--- src/rtl/riscv_pkg.sv ---
// -----------------------------------------------------------------------------
// riscv_pkg
// Shared definitions for the integer pipeline back end:
//   wb_sel_e  : write-back source select (ALU result, load data, PC+4)
//   F3_*      : funct3 encodings of the load instructions
//   mem_wb_t  : contents of the MEM/WB pipeline register
//   rd_writes : true when a MEM/WB entry really updates the register file
// -----------------------------------------------------------------------------
package riscv_pkg;

  typedef enum logic [1:0] {
    WB_ALU  = 2'd0,
    WB_LOAD = 2'd1,
    WB_PC4  = 2'd2
  } wb_sel_e;

  localparam logic [2:0] F3_LB  = 3'd0;
  localparam logic [2:0] F3_LH  = 3'd1;
  localparam logic [2:0] F3_LW  = 3'd2;
  localparam logic [2:0] F3_LBU = 3'd4;
  localparam logic [2:0] F3_LHU = 3'd5;

  typedef struct packed {
    logic        valid;
    logic        wren;
    logic [4:0]  rd;
    logic [31:0] data;
  } mem_wb_t;

  // x0 is hard-wired, so an entry targeting it never counts as a write.
  function automatic logic rd_writes(input mem_wb_t e);
    return e.valid & e.wren & (e.rd != 5'd0);
  endfunction

endpackage

--- src/rtl/wb_stage_if.sv ---
// -----------------------------------------------------------------------------
// wb_stage_if
// Bundles every non-clock signal of the write-back stage:
//   MEM-side inputs (instruction, load word, PC+4) and the MEM stall back,
//   MDU result handshake (valid/ready) and MDU issue notification,
//   ID-stage scoreboard queries and their busy answers,
//   register-file write port.
// Modports: slave = the write-back stage, master = its environment.
// -----------------------------------------------------------------------------
interface wb_stage_if;
  import riscv_pkg::*;

  // MEM stage
  logic        i_mem_valid;
  logic        i_mem_rd_wren;
  logic [4:0]  i_mem_rd_addr;
  logic [1:0]  i_mem_wb_sel;
  logic [31:0] i_mem_alu_data;
  logic [31:0] i_mem_ld_word;
  logic [1:0]  i_mem_addr_lo;
  logic [2:0]  i_mem_funct3;
  logic [31:0] i_mem_pc4;
  logic        o_stall_mem;

  // MDU
  logic        i_mdu_issue;
  logic [4:0]  i_mdu_issue_rd;
  logic        i_mdu_valid;
  logic [4:0]  i_mdu_rd_addr;
  logic [31:0] i_mdu_data;
  logic        o_mdu_ready;

  // scoreboard queries
  logic [4:0]  i_rs1_addr;
  logic [4:0]  i_rs2_addr;
  logic [4:0]  i_id_rd_addr;
  logic        o_rs1_busy;
  logic        o_rs2_busy;
  logic        o_rd_busy;

  // register-file write port
  logic [4:0]  o_rd_addr;
  logic [31:0] o_rd_data;
  logic        o_rd_wren;

  modport slave (
    input  i_mem_valid, i_mem_rd_wren, i_mem_rd_addr, i_mem_wb_sel,
           i_mem_alu_data, i_mem_ld_word, i_mem_addr_lo, i_mem_funct3, i_mem_pc4,
           i_mdu_issue, i_mdu_issue_rd, i_mdu_valid, i_mdu_rd_addr, i_mdu_data,
           i_rs1_addr, i_rs2_addr, i_id_rd_addr,
    output o_stall_mem, o_mdu_ready, o_rs1_busy, o_rs2_busy, o_rd_busy,
           o_rd_addr, o_rd_data, o_rd_wren
  );

  modport master (
    output i_mem_valid, i_mem_rd_wren, i_mem_rd_addr, i_mem_wb_sel,
           i_mem_alu_data, i_mem_ld_word, i_mem_addr_lo, i_mem_funct3, i_mem_pc4,
           i_mdu_issue, i_mdu_issue_rd, i_mdu_valid, i_mdu_rd_addr, i_mdu_data,
           i_rs1_addr, i_rs2_addr, i_id_rd_addr,
    input  o_stall_mem, o_mdu_ready, o_rs1_busy, o_rs2_busy, o_rd_busy,
           o_rd_addr, o_rd_data, o_rd_wren
  );

endinterface

--- src/rtl/wb_stage_load_align.sv ---
// -----------------------------------------------------------------------------
// load_align
// Combinational load formatter: picks the byte/halfword addressed by the low
// address bits out of a word-aligned load and sign- or zero-extends it.
// Ports:
//   word_i    : raw word-aligned load data
//   addr_lo_i : byte offset within the word
//   funct3_i  : load type (LB/LH/LW/LBU/LHU; anything else passes the word)
//   data_o    : formatted 32-bit result
// -----------------------------------------------------------------------------
module load_align
  import riscv_pkg::*;
(
  input  logic [31:0] word_i,
  input  logic [1:0]  addr_lo_i,
  input  logic [2:0]  funct3_i,
  output logic [31:0] data_o
);

  logic [7:0]  byte_s;
  logic [15:0] half_s;

  // Byte and halfword lane selection.
  always_comb begin
    byte_s = word_i[7:0];
    case (addr_lo_i)
      2'd0:    byte_s = word_i[7:0];
      2'd1:    byte_s = word_i[15:8];
      2'd2:    byte_s = word_i[23:16];
      2'd3:    byte_s = word_i[31:24];
      default: byte_s = word_i[7:0];
    endcase
    // halfwords are assumed aligned, so only addr_lo[1] matters
    if (addr_lo_i[1]) begin
      half_s = word_i[31:16];
    end else begin
      half_s = word_i[15:0];
    end
  end

  // Extension according to the load type.
  always_comb begin
    data_o = word_i;
    case (funct3_i)
      F3_LB:   data_o = {{24{byte_s[7]}}, byte_s};
      F3_LBU:  data_o = {24'd0, byte_s};
      F3_LH:   data_o = {{16{half_s[15]}}, half_s};
      F3_LHU:  data_o = {16'd0, half_s};
      F3_LW:   data_o = word_i;
      default: data_o = word_i;
    endcase
  end

endmodule

--- src/rtl/wb_stage.sv ---
// -----------------------------------------------------------------------------
// wb_stage
// Write-back stage. Drives the register-file write port from either the
// MEM/WB pipeline register or a one-entry skid buffer holding a late MDU
// result. The pipeline normally wins; a buffered result that has lost
// MAX_WAIT times in a row stalls the MEM stage for one cycle to drain.
// A 32-bit scoreboard marks registers with an MDU write still in flight.
// Ports:
//   i_clk, i_reset : clock, synchronous active-high reset
//   bus            : wb_stage_if.slave (MEM inputs/stall, MDU handshake,
//                    scoreboard queries, register-file write port)
// Parameter:
//   MAX_WAIT       : arbitration losses tolerated by the buffer (1..15)
// -----------------------------------------------------------------------------
module wb_stage
  import riscv_pkg::*;
#(
  parameter int unsigned MAX_WAIT = 32'd4
) (
  input  logic      i_clk,
  input  logic      i_reset,
  wb_stage_if.slave bus
);

  localparam logic [3:0] MAX_WAIT_W = 4'(MAX_WAIT);

  mem_wb_t     mem_wb_q, mem_wb_d;
  logic        buf_valid_q, buf_valid_d;
  logic [4:0]  buf_rd_q, buf_rd_d;
  logic [31:0] buf_data_q, buf_data_d;
  logic [3:0]  wait_q, wait_d;
  logic [31:0] sb_q, sb_d;

  logic [31:0] load_data_s;
  logic [31:0] mem_data_s;
  logic        pipe_wr_s;
  logic        drain_s;
  logic        stall_s;
  logic        accept_s;

  load_align u_load_align (
    .word_i    (bus.i_mem_ld_word),
    .addr_lo_i (bus.i_mem_addr_lo),
    .funct3_i  (bus.i_mem_funct3),
    .data_o    (load_data_s)
  );

  // MEM-side result select; the reserved encoding falls back to the ALU.
  always_comb begin
    mem_data_s = bus.i_mem_alu_data;
    case (bus.i_mem_wb_sel)
      WB_LOAD: mem_data_s = load_data_s;
      WB_PC4:  mem_data_s = bus.i_mem_pc4;
      default: mem_data_s = bus.i_mem_alu_data;
    endcase
  end

  // Arbitration between the pipeline register and the skid buffer.
  assign pipe_wr_s = rd_writes(mem_wb_q);
  assign drain_s   = buf_valid_q & (~pipe_wr_s | (wait_q == MAX_WAIT_W));
  assign stall_s   = drain_s & pipe_wr_s;
  // ready is simply "empty", so a draining buffer cannot accept this cycle
  assign accept_s  = bus.i_mdu_valid & ~buf_valid_q & (bus.i_mdu_rd_addr != 5'd0);

  assign bus.o_stall_mem = stall_s;
  assign bus.o_mdu_ready = ~buf_valid_q;

  // Busy queries see the current scoreboard; x0 is never busy.
  assign bus.o_rs1_busy = sb_q[bus.i_rs1_addr]   & (bus.i_rs1_addr   != 5'd0);
  assign bus.o_rs2_busy = sb_q[bus.i_rs2_addr]   & (bus.i_rs2_addr   != 5'd0);
  assign bus.o_rd_busy  = sb_q[bus.i_id_rd_addr] & (bus.i_id_rd_addr != 5'd0);

  // Register-file write port mux; idle port presents all zeros.
  always_comb begin
    bus.o_rd_wren = 1'b0;
    bus.o_rd_addr = 5'd0;
    bus.o_rd_data = 32'd0;
    if (drain_s) begin
      bus.o_rd_wren = 1'b1;
      bus.o_rd_addr = buf_rd_q;
      bus.o_rd_data = buf_data_q;
    end else if (pipe_wr_s) begin
      bus.o_rd_wren = 1'b1;
      bus.o_rd_addr = mem_wb_q.rd;
      bus.o_rd_data = mem_wb_q.data;
    end else begin
      bus.o_rd_wren = 1'b0;
    end
  end

  // Next-state for pipeline register, skid buffer, wait counter, scoreboard.
  always_comb begin
    mem_wb_d    = mem_wb_q;
    buf_valid_d = buf_valid_q;
    buf_rd_d    = buf_rd_q;
    buf_data_d  = buf_data_q;
    wait_d      = wait_q;
    sb_d        = sb_q;

    if (!stall_s) begin
      mem_wb_d.valid = bus.i_mem_valid;
      mem_wb_d.wren  = bus.i_mem_rd_wren;
      mem_wb_d.rd    = bus.i_mem_rd_addr;
      mem_wb_d.data  = mem_data_s;
    end else begin
      mem_wb_d = mem_wb_q;
    end

    if (drain_s) begin
      buf_valid_d = 1'b0;
      wait_d      = 4'd0;
    end else if (accept_s) begin
      buf_valid_d = 1'b1;
      buf_rd_d    = bus.i_mdu_rd_addr;
      buf_data_d  = bus.i_mdu_data;
    end else begin
      buf_valid_d = buf_valid_q;
    end

    // counts only losses of a full buffer; saturates at the field maximum
    if (!drain_s && pipe_wr_s && buf_valid_q && (wait_q != 4'hF)) begin
      wait_d = wait_q + 4'd1;
    end else begin
      wait_d = drain_s ? 4'd0 : wait_q;
    end

    // clear first so a same-register issue in this cycle wins
    if (drain_s) begin
      sb_d[buf_rd_q] = 1'b0;
    end else begin
      sb_d = sb_q;
    end
    if (bus.i_mdu_issue && (bus.i_mdu_issue_rd != 5'd0)) begin
      sb_d[bus.i_mdu_issue_rd] = 1'b1;
    end else begin
      sb_d[0] = 1'b0;
    end
    sb_d[0] = 1'b0;
  end

  // State registers with synchronous reset.
  always_ff @(posedge i_clk) begin
    if (i_reset) begin
      mem_wb_q    <= '0;
      buf_valid_q <= 1'b0;
      buf_rd_q    <= 5'd0;
      buf_data_q  <= 32'd0;
      wait_q      <= 4'd0;
      sb_q        <= 32'd0;
    end else begin
      mem_wb_q    <= mem_wb_d;
      buf_valid_q <= buf_valid_d;
      buf_rd_q    <= buf_rd_d;
      buf_data_q  <= buf_data_d;
      wait_q      <= wait_d;
      sb_q        <= sb_d;
    end
  end

endmodule

--- src/flat_wrapper.sv ---
// flat-port wrapper written by rule: the top's interface ports become plain ports
module wb_stage_flat import riscv_pkg::*;
#(
  parameter int unsigned MAX_WAIT = 32'd4
)
  (i_clk, i_reset, bus_i_mem_valid, bus_i_mem_rd_wren, bus_i_mem_rd_addr, bus_i_mem_wb_sel, bus_i_mem_alu_data, bus_i_mem_ld_word, bus_i_mem_addr_lo, bus_i_mem_funct3, bus_i_mem_pc4, bus_i_mdu_issue, bus_i_mdu_issue_rd, bus_i_mdu_valid, bus_i_mdu_rd_addr, bus_i_mdu_data, bus_i_rs1_addr, bus_i_rs2_addr, bus_i_id_rd_addr, bus_o_stall_mem, bus_o_mdu_ready, bus_o_rs1_busy, bus_o_rs2_busy, bus_o_rd_busy, bus_o_rd_addr, bus_o_rd_data, bus_o_rd_wren);
  wb_stage_if bus_i ();
  input  logic i_clk;
  input  logic i_reset;
  input wire logic [$bits(bus_i.i_mem_valid)-1:0] bus_i_mem_valid;
  input wire logic [$bits(bus_i.i_mem_rd_wren)-1:0] bus_i_mem_rd_wren;
  input wire logic [$bits(bus_i.i_mem_rd_addr)-1:0] bus_i_mem_rd_addr;
  input wire logic [$bits(bus_i.i_mem_wb_sel)-1:0] bus_i_mem_wb_sel;
  input wire logic [$bits(bus_i.i_mem_alu_data)-1:0] bus_i_mem_alu_data;
  input wire logic [$bits(bus_i.i_mem_ld_word)-1:0] bus_i_mem_ld_word;
  input wire logic [$bits(bus_i.i_mem_addr_lo)-1:0] bus_i_mem_addr_lo;
  input wire logic [$bits(bus_i.i_mem_funct3)-1:0] bus_i_mem_funct3;
  input wire logic [$bits(bus_i.i_mem_pc4)-1:0] bus_i_mem_pc4;
  input wire logic [$bits(bus_i.i_mdu_issue)-1:0] bus_i_mdu_issue;
  input wire logic [$bits(bus_i.i_mdu_issue_rd)-1:0] bus_i_mdu_issue_rd;
  input wire logic [$bits(bus_i.i_mdu_valid)-1:0] bus_i_mdu_valid;
  input wire logic [$bits(bus_i.i_mdu_rd_addr)-1:0] bus_i_mdu_rd_addr;
  input wire logic [$bits(bus_i.i_mdu_data)-1:0] bus_i_mdu_data;
  input wire logic [$bits(bus_i.i_rs1_addr)-1:0] bus_i_rs1_addr;
  input wire logic [$bits(bus_i.i_rs2_addr)-1:0] bus_i_rs2_addr;
  input wire logic [$bits(bus_i.i_id_rd_addr)-1:0] bus_i_id_rd_addr;
  output wire logic [$bits(bus_i.o_stall_mem)-1:0] bus_o_stall_mem;
  output wire logic [$bits(bus_i.o_mdu_ready)-1:0] bus_o_mdu_ready;
  output wire logic [$bits(bus_i.o_rs1_busy)-1:0] bus_o_rs1_busy;
  output wire logic [$bits(bus_i.o_rs2_busy)-1:0] bus_o_rs2_busy;
  output wire logic [$bits(bus_i.o_rd_busy)-1:0] bus_o_rd_busy;
  output wire logic [$bits(bus_i.o_rd_addr)-1:0] bus_o_rd_addr;
  output wire logic [$bits(bus_i.o_rd_data)-1:0] bus_o_rd_data;
  output wire logic [$bits(bus_i.o_rd_wren)-1:0] bus_o_rd_wren;
  assign bus_i.i_mem_valid = bus_i_mem_valid;
  assign bus_i.i_mem_rd_wren = bus_i_mem_rd_wren;
  assign bus_i.i_mem_rd_addr = bus_i_mem_rd_addr;
  assign bus_i.i_mem_wb_sel = bus_i_mem_wb_sel;
  assign bus_i.i_mem_alu_data = bus_i_mem_alu_data;
  assign bus_i.i_mem_ld_word = bus_i_mem_ld_word;
  assign bus_i.i_mem_addr_lo = bus_i_mem_addr_lo;
  assign bus_i.i_mem_funct3 = bus_i_mem_funct3;
  assign bus_i.i_mem_pc4 = bus_i_mem_pc4;
  assign bus_i.i_mdu_issue = bus_i_mdu_issue;
  assign bus_i.i_mdu_issue_rd = bus_i_mdu_issue_rd;
  assign bus_i.i_mdu_valid = bus_i_mdu_valid;
  assign bus_i.i_mdu_rd_addr = bus_i_mdu_rd_addr;
  assign bus_i.i_mdu_data = bus_i_mdu_data;
  assign bus_i.i_rs1_addr = bus_i_rs1_addr;
  assign bus_i.i_rs2_addr = bus_i_rs2_addr;
  assign bus_i.i_id_rd_addr = bus_i_id_rd_addr;
  assign bus_o_stall_mem = bus_i.o_stall_mem;
  assign bus_o_mdu_ready = bus_i.o_mdu_ready;
  assign bus_o_rs1_busy = bus_i.o_rs1_busy;
  assign bus_o_rs2_busy = bus_i.o_rs2_busy;
  assign bus_o_rd_busy = bus_i.o_rd_busy;
  assign bus_o_rd_addr = bus_i.o_rd_addr;
  assign bus_o_rd_data = bus_i.o_rd_data;
  assign bus_o_rd_wren = bus_i.o_rd_wren;
  wb_stage #(.MAX_WAIT(MAX_WAIT)) u_core (.i_clk(i_clk), .i_reset(i_reset), .bus(bus_i));
endmodule
--- config.mk ---
export PLATFORM = sky130hd
export DESIGN_NAME = wb_stage_flat
export DESIGN_NICKNAME = d
export VERILOG_FILES = /design/src/rtl/riscv_pkg.sv /design/src/rtl/wb_stage_if.sv /design/src/rtl/wb_stage_load_align.sv /design/src/rtl/wb_stage.sv /design/src/flat_wrapper.sv
export SDC_FILE = /design/constraint.sdc
export NUM_CORES = 1
export LEC_CHECK = 0
export ABC_AREA = 1
export BUFFER_PORTS_ARGS = -buffer_cell sky130_fd_sc_hd__clkbuf_2
export CORE_MARGIN = 2
export CORE_UTILIZATION = 54
export DETAILED_ROUTE_END_ITERATION = 7
export GPL_TIMING_DRIVEN = 0
export PLACE_DENSITY = 0.82
export SYNTH_ARGS = -nofsm -noshare
export SYNTH_HDL_FRONTEND = slang
export SYNTH_HIERARCHICAL = 1
export SYNTH_SLANG_ARGS = --single-unit
--- constraint.sdc ---
create_clock -name i_clk -period 2.2 [get_ports i_clk]
set_input_delay 0.33 -clock i_clk [delete_from_list [all_inputs] [get_ports i_clk]]
set_output_delay 0.33 -clock i_clk [all_outputs]
set_load 0.005 [all_outputs]
After elaboration in Yosys (flattened, before gate mapping)
Cells that the tools add are included.
{"block": "totals", "ff_bits": 113, "input_bits": 171, "elab_cells": 86}
{"block": "op_classes", "addsub": 1, "order_cmp": 7, "eq_ne": 10, "muxes": 24, "bitwise_logic": 16, "n_reduce_logical": 18}
{"cell": "case mux 32 bit (4 select lines)", "n": 1}
{"cell": "2-to-1 mux 32 bit", "n": 3}
{"cell": "case mux 32 bit (2 select lines)", "n": 1}
{"cell": "AND 32 bit", "n": 1}
{"cell": "inverter 32 bit", "n": 1}
{"cell": "OR 32 bit", "n": 1}
{"cell": "case mux 8 bit (4 select lines)", "n": 1}
{"cell": "2-to-1 mux 31 bit", "n": 1}
{"cell": "< comparator 5 x 6 -> 1 bit, second input constant", "n": 5}
{"cell": "nonzero test 5 bit", "n": 6}
{"cell": "2-to-1 mux 16 bit", "n": 1}
{"cell": "binary-select mux 1 bit (select 5 bit)", "n": 3}
{"cell": "demux 1 bit (select 5 bit)", "n": 2}
{"cell": ">= comparator 5 x 1 -> 1 bit, second input constant", "n": 2}
{"cell": "2-to-1 mux 5 bit", "n": 2}
{"cell": "AND 1 bit", "n": 9}
{"cell": "2-to-1 mux 4 bit", "n": 2}
{"cell": "2-to-1 mux 1 bit", "n": 7}
{"cell": "== test 2 bit, second input constant", "n": 3}
{"cell": "== test 3 bit, second input constant", "n": 2}
{"cell": "logical AND 1 bit", "n": 6}
{"cell": "adder 4 x 1 -> 4 bit, second input constant", "n": 1}
{"cell": "== test 2 x 1 -> 1 bit, second input constant", "n": 2}
{"cell": "== test 4 x 3 -> 1 bit, second input constant", "n": 1}
{"cell": "other kinds (10)", "n": 12}

Logic depth before layout (Yosys ltp)
{"block": "logic_depth", "word_depth": 10, "mapped_depth": 14, "depth_no_buf": 12}

By module
The synthesis kept the hierarchy.
{"module": "wb_stage", "n_inst": 1, "cells_each": 1103, "area_each_um2": 6734.0, "seq_area_each_um2": 2242.2}
{"module": "load_align", "n_inst": 1, "cells_each": 170, "area_each_um2": 923.4, "seq_area_each_um2": 0.0}

Least setup slack after synthesis
No wires, ideal clock.
{"block": "synth_timing", "path_type": "register to output", "startpoint": "register u_core.wait_q[0]", "endpoint": "output bus_o_rd_data[0]", "arrival_ns": 1.348, "required_time_ns": 1.870, "setup_slack_ns": 0.522, "stages_incl_launch_ff": 10, "n_path_buf": 2, "path_cell_list": "dfxtp_1 > inv_1 > ha_1 > nand3b_1 > nand3_2 > nand2_2 > buf_4 > buf_4 > nand3_1 > nand2_1"}
{"block": "synth_between", "elab_chain_cells": 4}
{"element": "start: declaration", "line": "wb_stage.sv:31", "text": "logic [3:0] wait_q, wait_d;"}
{"element": "start signal: assignment", "line": "wb_stage.sv:155", "text": "wait_q <= wait_d;"}
{"element": "== test 4 x 3 -> 1 bit", "line": "wb_stage.sv:60", "text": "assign drain_s = buf_valid_q & (~pipe_wr_s | (wait_q == MAX_WAIT_W));"}
{"element": "OR 1 bit", "line": "wb_stage.sv:60"}
{"element": "AND 1 bit", "line": "wb_stage.sv:60"}
{"element": "2-to-1 mux 32 bit", "line": "wb_stage.sv:78", "text": "if (drain_s) begin"}
{"element": "end: declaration", "line": "flat_wrapper.sv:33", "text": "output wire logic [$bits(bus_i.o_rd_data)-1:0] bus_o_rd_data;"}
No other way between the ends.

Final worst setup path
{"block": "layout_timing", "startpoint": "register u_core.wait_q[1]", "endpoint": "output bus_o_rd_data[18]"}
Same word-level chain as after synthesis.

==> impl_results.html <==
<table>
<tr><th>Metric</th><th>Value</th></tr>
<tr><th colspan="2">Outcome</th></tr>
<tr><td>Status</td><td>finished, violations left</td></tr>
<tr><td>Failing checks</td><td>setup timing</td></tr>
<tr><th colspan="2">Finish</th></tr>
<tr><td>Share of layout cells above drive strength 1</td><td>0.238</td></tr>
<tr><td>Area Overhead vs Synth</td><td>25.6%</td></tr>
<tr><td>Leading cell type in the layout, fill and taps excluded</td><td>nand2_1</td></tr>
<tr><td>Final Util</td><td>0.693</td></tr>
<tr><td>Non-Filler Instances</td><td>1688</td></tr>
<tr><td>Most frequent cells in the layout</td><td>nand2_1, clkbuf_2, nor2_1, nand3_1, dfxtp_1</td></tr>
<tr><td>Post-route cell area</td><td>9620 µm²</td></tr>
<tr><td>Post-layout nets</td><td>between 1.5k and 2k</td></tr>
<tr><th colspan="2">Worst setup path</th></tr>
<tr><td>Startpoint of the lowest-slack register-to-register path</td><td>u_core/buf_valid_q</td></tr>
<tr><td>Kind of capture point of the worst setup path</td><td>output pin</td></tr>
<tr><td>Data arrival time at the worst-slack endpoint</td><td>1.92 ns</td></tr>
<tr><td>Critical path type</td><td>reg2out</td></tr>
<tr><td>Sort of element at the start of the critical path</td><td>register</td></tr>
<tr><td>Critical Path Source</td><td>u_core/wait_q[1]</td></tr>
<tr><td>Worst EP required</td><td>1.87 ns</td></tr>
<tr><td>Max FO, Critical Path</td><td>8</td></tr>
<tr><th colspan="2">Clock network</th></tr>
<tr><td>Clock latency on the worst-skew pair</td><td>around 0.36 ns</td></tr>
<tr><td>Number of buffers added by the clock tree synthesis step</td><td>9</td></tr>
<tr><td>CTS tree</td><td>yes</td></tr>
<tr><td>Clock-pin transition on the worst setup and hold timing paths</td><td>~0.08 ns</td></tr>
<tr><td>Clock sink count</td><td>112</td></tr>
<tr><td>Clk root buf</td><td>clkbuf_16</td></tr>
<tr><td>Max H-tree Level</td><td>3</td></tr>
<tr><td>Maximum buffer depth of the clock tree</td><td>2</td></tr>
<tr><th colspan="2">Flow run</th></tr>
<tr><td>Maximum Capacitance Violations</td><td>0</td></tr>
<tr><th colspan="2">Placed design</th></tr>
<tr><td>Pre-CTS setup slack</td><td>0.103 ns</td></tr>
<tr><td>Placed cell area</td><td>just under 9000 µm²</td></tr>
<tr><td>Number of port buffers</td><td>205</td></tr>
<tr><td>Total instance count after detailed placement</td><td>1658</td></tr>
<tr><td>GP Congestion</td><td>1.00</td></tr>
<tr><td>Post-detail-place hpwl</td><td>21.6 mm</td></tr>
<tr><th colspan="2">Detailed routing</th></tr>
<tr><td>Wire length per cell after detailed routing</td><td>approximately 17 µm</td></tr>
<tr><td>First-pass iteration count of the detailed router</td><td>5</td></tr>
<tr><td>Remaining DRCs</td><td>0</td></tr>
<tr><td>Detailed router's first-iteration violation count</td><td>between 1k and 1.5k</td></tr>
<tr><td>Mean number of vias per cell</td><td>5.63</td></tr>
<tr><td>WL final</td><td>28.4 mm</td></tr>
<tr><td>Post-DRT Antenna Nets</td><td>0</td></tr>
<tr><td>Via count</td><td>9499</td></tr>
<tr><th colspan="2">STA</th></tr>
<tr><td>Final hold slack</td><td>0.170 ns</td></tr>
<tr><td>Worst Max-Slew Pin Slew</td><td>1.25 ns</td></tr>
<tr><td>Achievable clock frequency</td><td>445 MHz</td></tr>
<tr><td>Setup TNS after final layout</td><td>-0.390 ns</td></tr>
<tr><td>Remaining max-slew budget at the tightest pin</td><td>0.161</td></tr>
<tr><td>Final setup margin</td><td>-0.0463 ns</td></tr>
<tr><td>Number of setup violations in the final report</td><td>22</td></tr>
<tr><td>Max-slew violation count</td><td>0</td></tr>
<tr><td>Unrepaired setup endpoints after global routing</td><td>yes</td></tr>
<tr><td>Clock skew after layout</td><td>0.00896 ns</td></tr>
<tr><td>Final Cycle Share</td><td>1.02</td></tr>
<tr><td>Clock period minus final worst setup slack</td><td>around 2.2 ns</td></tr>
<tr><td>Final count of hold timing violations</td><td>0</td></tr>
<tr><th colspan="2">Synth</th></tr>
<tr><td>Total of warnings raised by yosys</td><td>6</td></tr>
<tr><td>Number of standard cells after synthesis</td><td>1273</td></tr>
<tr><td>Net count of the mapped netlist</td><td>around 1.4k</td></tr>
<tr><td>Synthesized flop and latch total</td><td>112</td></tr>
<tr><td>Synthesized area</td><td>around 7700 µm²</td></tr>
<tr><td>Library cells used by synthesis</td><td>38</td></tr>
<tr><td>Share of synthesized area occupied by flip-flops and latches</td><td>0.293</td></tr>
<tr><td>Syn_area_per_cell</td><td>around 6 µm²</td></tr>
<tr><th colspan="2">Power</th></tr>
<tr><td>Total power per unit cell area</td><td>around 560 nW/µm²</td></tr>
<tr><td>Pleak</td><td>just over 5 nW</td></tr>
<tr><td>Part of the power in the clock network</td><td>0.319</td></tr>
<tr><td>Reported net switching power</td><td>1.75 mW</td></tr>
<tr><td>Tot Pwr</td><td>around 5.4 mW</td></tr>
<tr><td>Cell Int Power</td><td>approximately 3.6 mW</td></tr>
<tr><td>Fraction of power spent switching nets</td><td>0.327</td></tr>
<tr><td>Largest voltage drop on the vdd net</td><td>480 µV</td></tr>
<tr><td>Share of power burned in combinational logic</td><td>0.263</td></tr>
<tr><td>Share of total power in sequential cells</td><td>0.419</td></tr>
<tr><th colspan="2">Floorplan</th></tr>
<tr><td>Die Footprint</td><td>15100 µm²</td></tr>
<tr><td>Number of rows created at floorplan</td><td>43</td></tr>
<tr><td>Y dimension of the die</td><td>123 µm</td></tr>
<tr><td>Floorplan Core Area</td><td>roughly 14000 µm²</td></tr>
<tr><td>X dimension of the die</td><td>approximately 120 µm</td></tr>
<tr><td>Effective utilization at floorplan</td><td>0.552</td></tr>
<tr><td>I/O Pins</td><td>214</td></tr>
<tr><th colspan="2">Global route</th></tr>
<tr><td>GRT Total Usage</td><td>0.373</td></tr>
<tr><td>Number of antenna violations at the first check in global routing</td><td>2</td></tr>
<tr><td>Largest net degree at the start of global routing</td><td>20</td></tr>
<tr><td>Via count of the first global-routing pass</td><td>slightly below 9k</td></tr>
<tr><td>Wire length of the first global-routing pass</td><td>43.5 mm</td></tr>
<tr><td>Total congestion overflow after global routing</td><td>0</td></tr>
<tr><th colspan="2">Worst hold path</th></tr>
<tr><td>HP Start</td><td>bus_i_mem_rd_wren</td></tr>
<tr><td>Min-Delay Path Class</td><td>in2reg</td></tr>
</table>
-- cells in the mapped netlist, drive strengths merged --
cell,n,area (µm²)
nand2,424,1620
nor2,178,694
nand3,164,938
dfxtp,112,2240
inv,91,349
o21ai,90,450
buf,50,350
a21oi,47,235
a22o,32,280
clkbuf,28,105
nor3,18,90.1
o211ai,15,113
o22ai,8,50.1
ha,4,50.1
nand4,2,12.5
o21a,2,15.0
o21bai,2,15.0
or2,2,15.0
xor2,2,17.5
a211oi,1,7.51
nand3b,1,7.51
-- critical path, cell delays in order (launching register included) --
cell and delay (ns):
dfxtp_2 0.34, inv_2 0.05, ha_4 0.15, nand3b_1 0.12
nand3_2 0.15, nand2_4 0.13, buf_6 0.13, clkinv_8 0.09
buf_8 0.15, nand2_2 0.06, nand2_2 0.07, buf_6 0.12
-- cell families (layout without fill, tap and decap cells) --
| group | after synthesis | in the layout | synth area share |
|---|---|---|---|
| and+or+nand+nor | 789 | 789 | 0.441 |
| other | 0 | 1 | 0 |
| adders and majority gates | 4 | 4 | 0.00654 |
| AOI/OAI and AO/OA | 197 | 197 | 0.152 |
| xor gates and xnor gates | 2 | 2 | 0.00229 |
| DFF | 112 | 112 | 0.293 |
| buffers and inverters | 169 | 403 | 0.105 |
-- sequential cells by signal, indices dropped and copies added (netlist names) --
name                flops
u_core/mem_wb_q        39
u_core/buf_valid_q      1
u_core/buf_data_q      32
u_core/buf_rd_q         5
u_core/wait_q           4
u_core/sb_q            31
-- power by group through the flow --
stage | Combinational (mW) | Sequential, mW | Clock (mW)
floorplan | 0.790 | 2.25 | 0
CTS | 1.33 | 2.23 | 1.71
finish | 1.41 | 2.25 | 1.71
detailed placement | 1.25 | 2.28 | 0
global route | 1.54 | 2.26 | 1.78
global placement | 1.24 | 2.27 | 0
-- repair_timing --
item                       in CTS  in global routing
cloned                          5                  0
gates resized for setup        41                 59
setup buffers                   7                  1
setup endpoints to repair      37                 36
pin swaps                      11                  9
hold buffers                    0                  0
-- per-layer routing --
layer  share of wire  track usage
met4           0.039        0.156
met3            0.11       0.0872
met5               0            0
met2            0.45        0.589
met1            0.40        0.489
-- cell type report --
| class | instances | area (µm²) |
|---|---|---|
| inverter | 91 | 362 |
| sequential | 112 | 2240 |
| fill | 1290 | 4260 |
| buffer | 78 | 526 |
| clock inverter | 6 | 75.1 |
| timing repair buffer | 218 | 1190 |
| multi-input combinational | 992 | 4770 |
| tap | 180 | 225 |
| antenna | 1 | 2.50 |
| clock buffer | 10 | 229 |
-- path summary, 6_finish.rpt --
kind                                end  slack [ns]  cells after the start
setup / recovery      bus_o_rd_data[18]       -0.05                     11
hold / removal      u_core/mem_wb_q[37]        0.17                      2
hold reg to reg          u_core/sb_q[4]        0.48                      2
setup reg to reg  u_core/buf_data_q[17]        0.40                      5
Power figures use the tool's default switching activity.
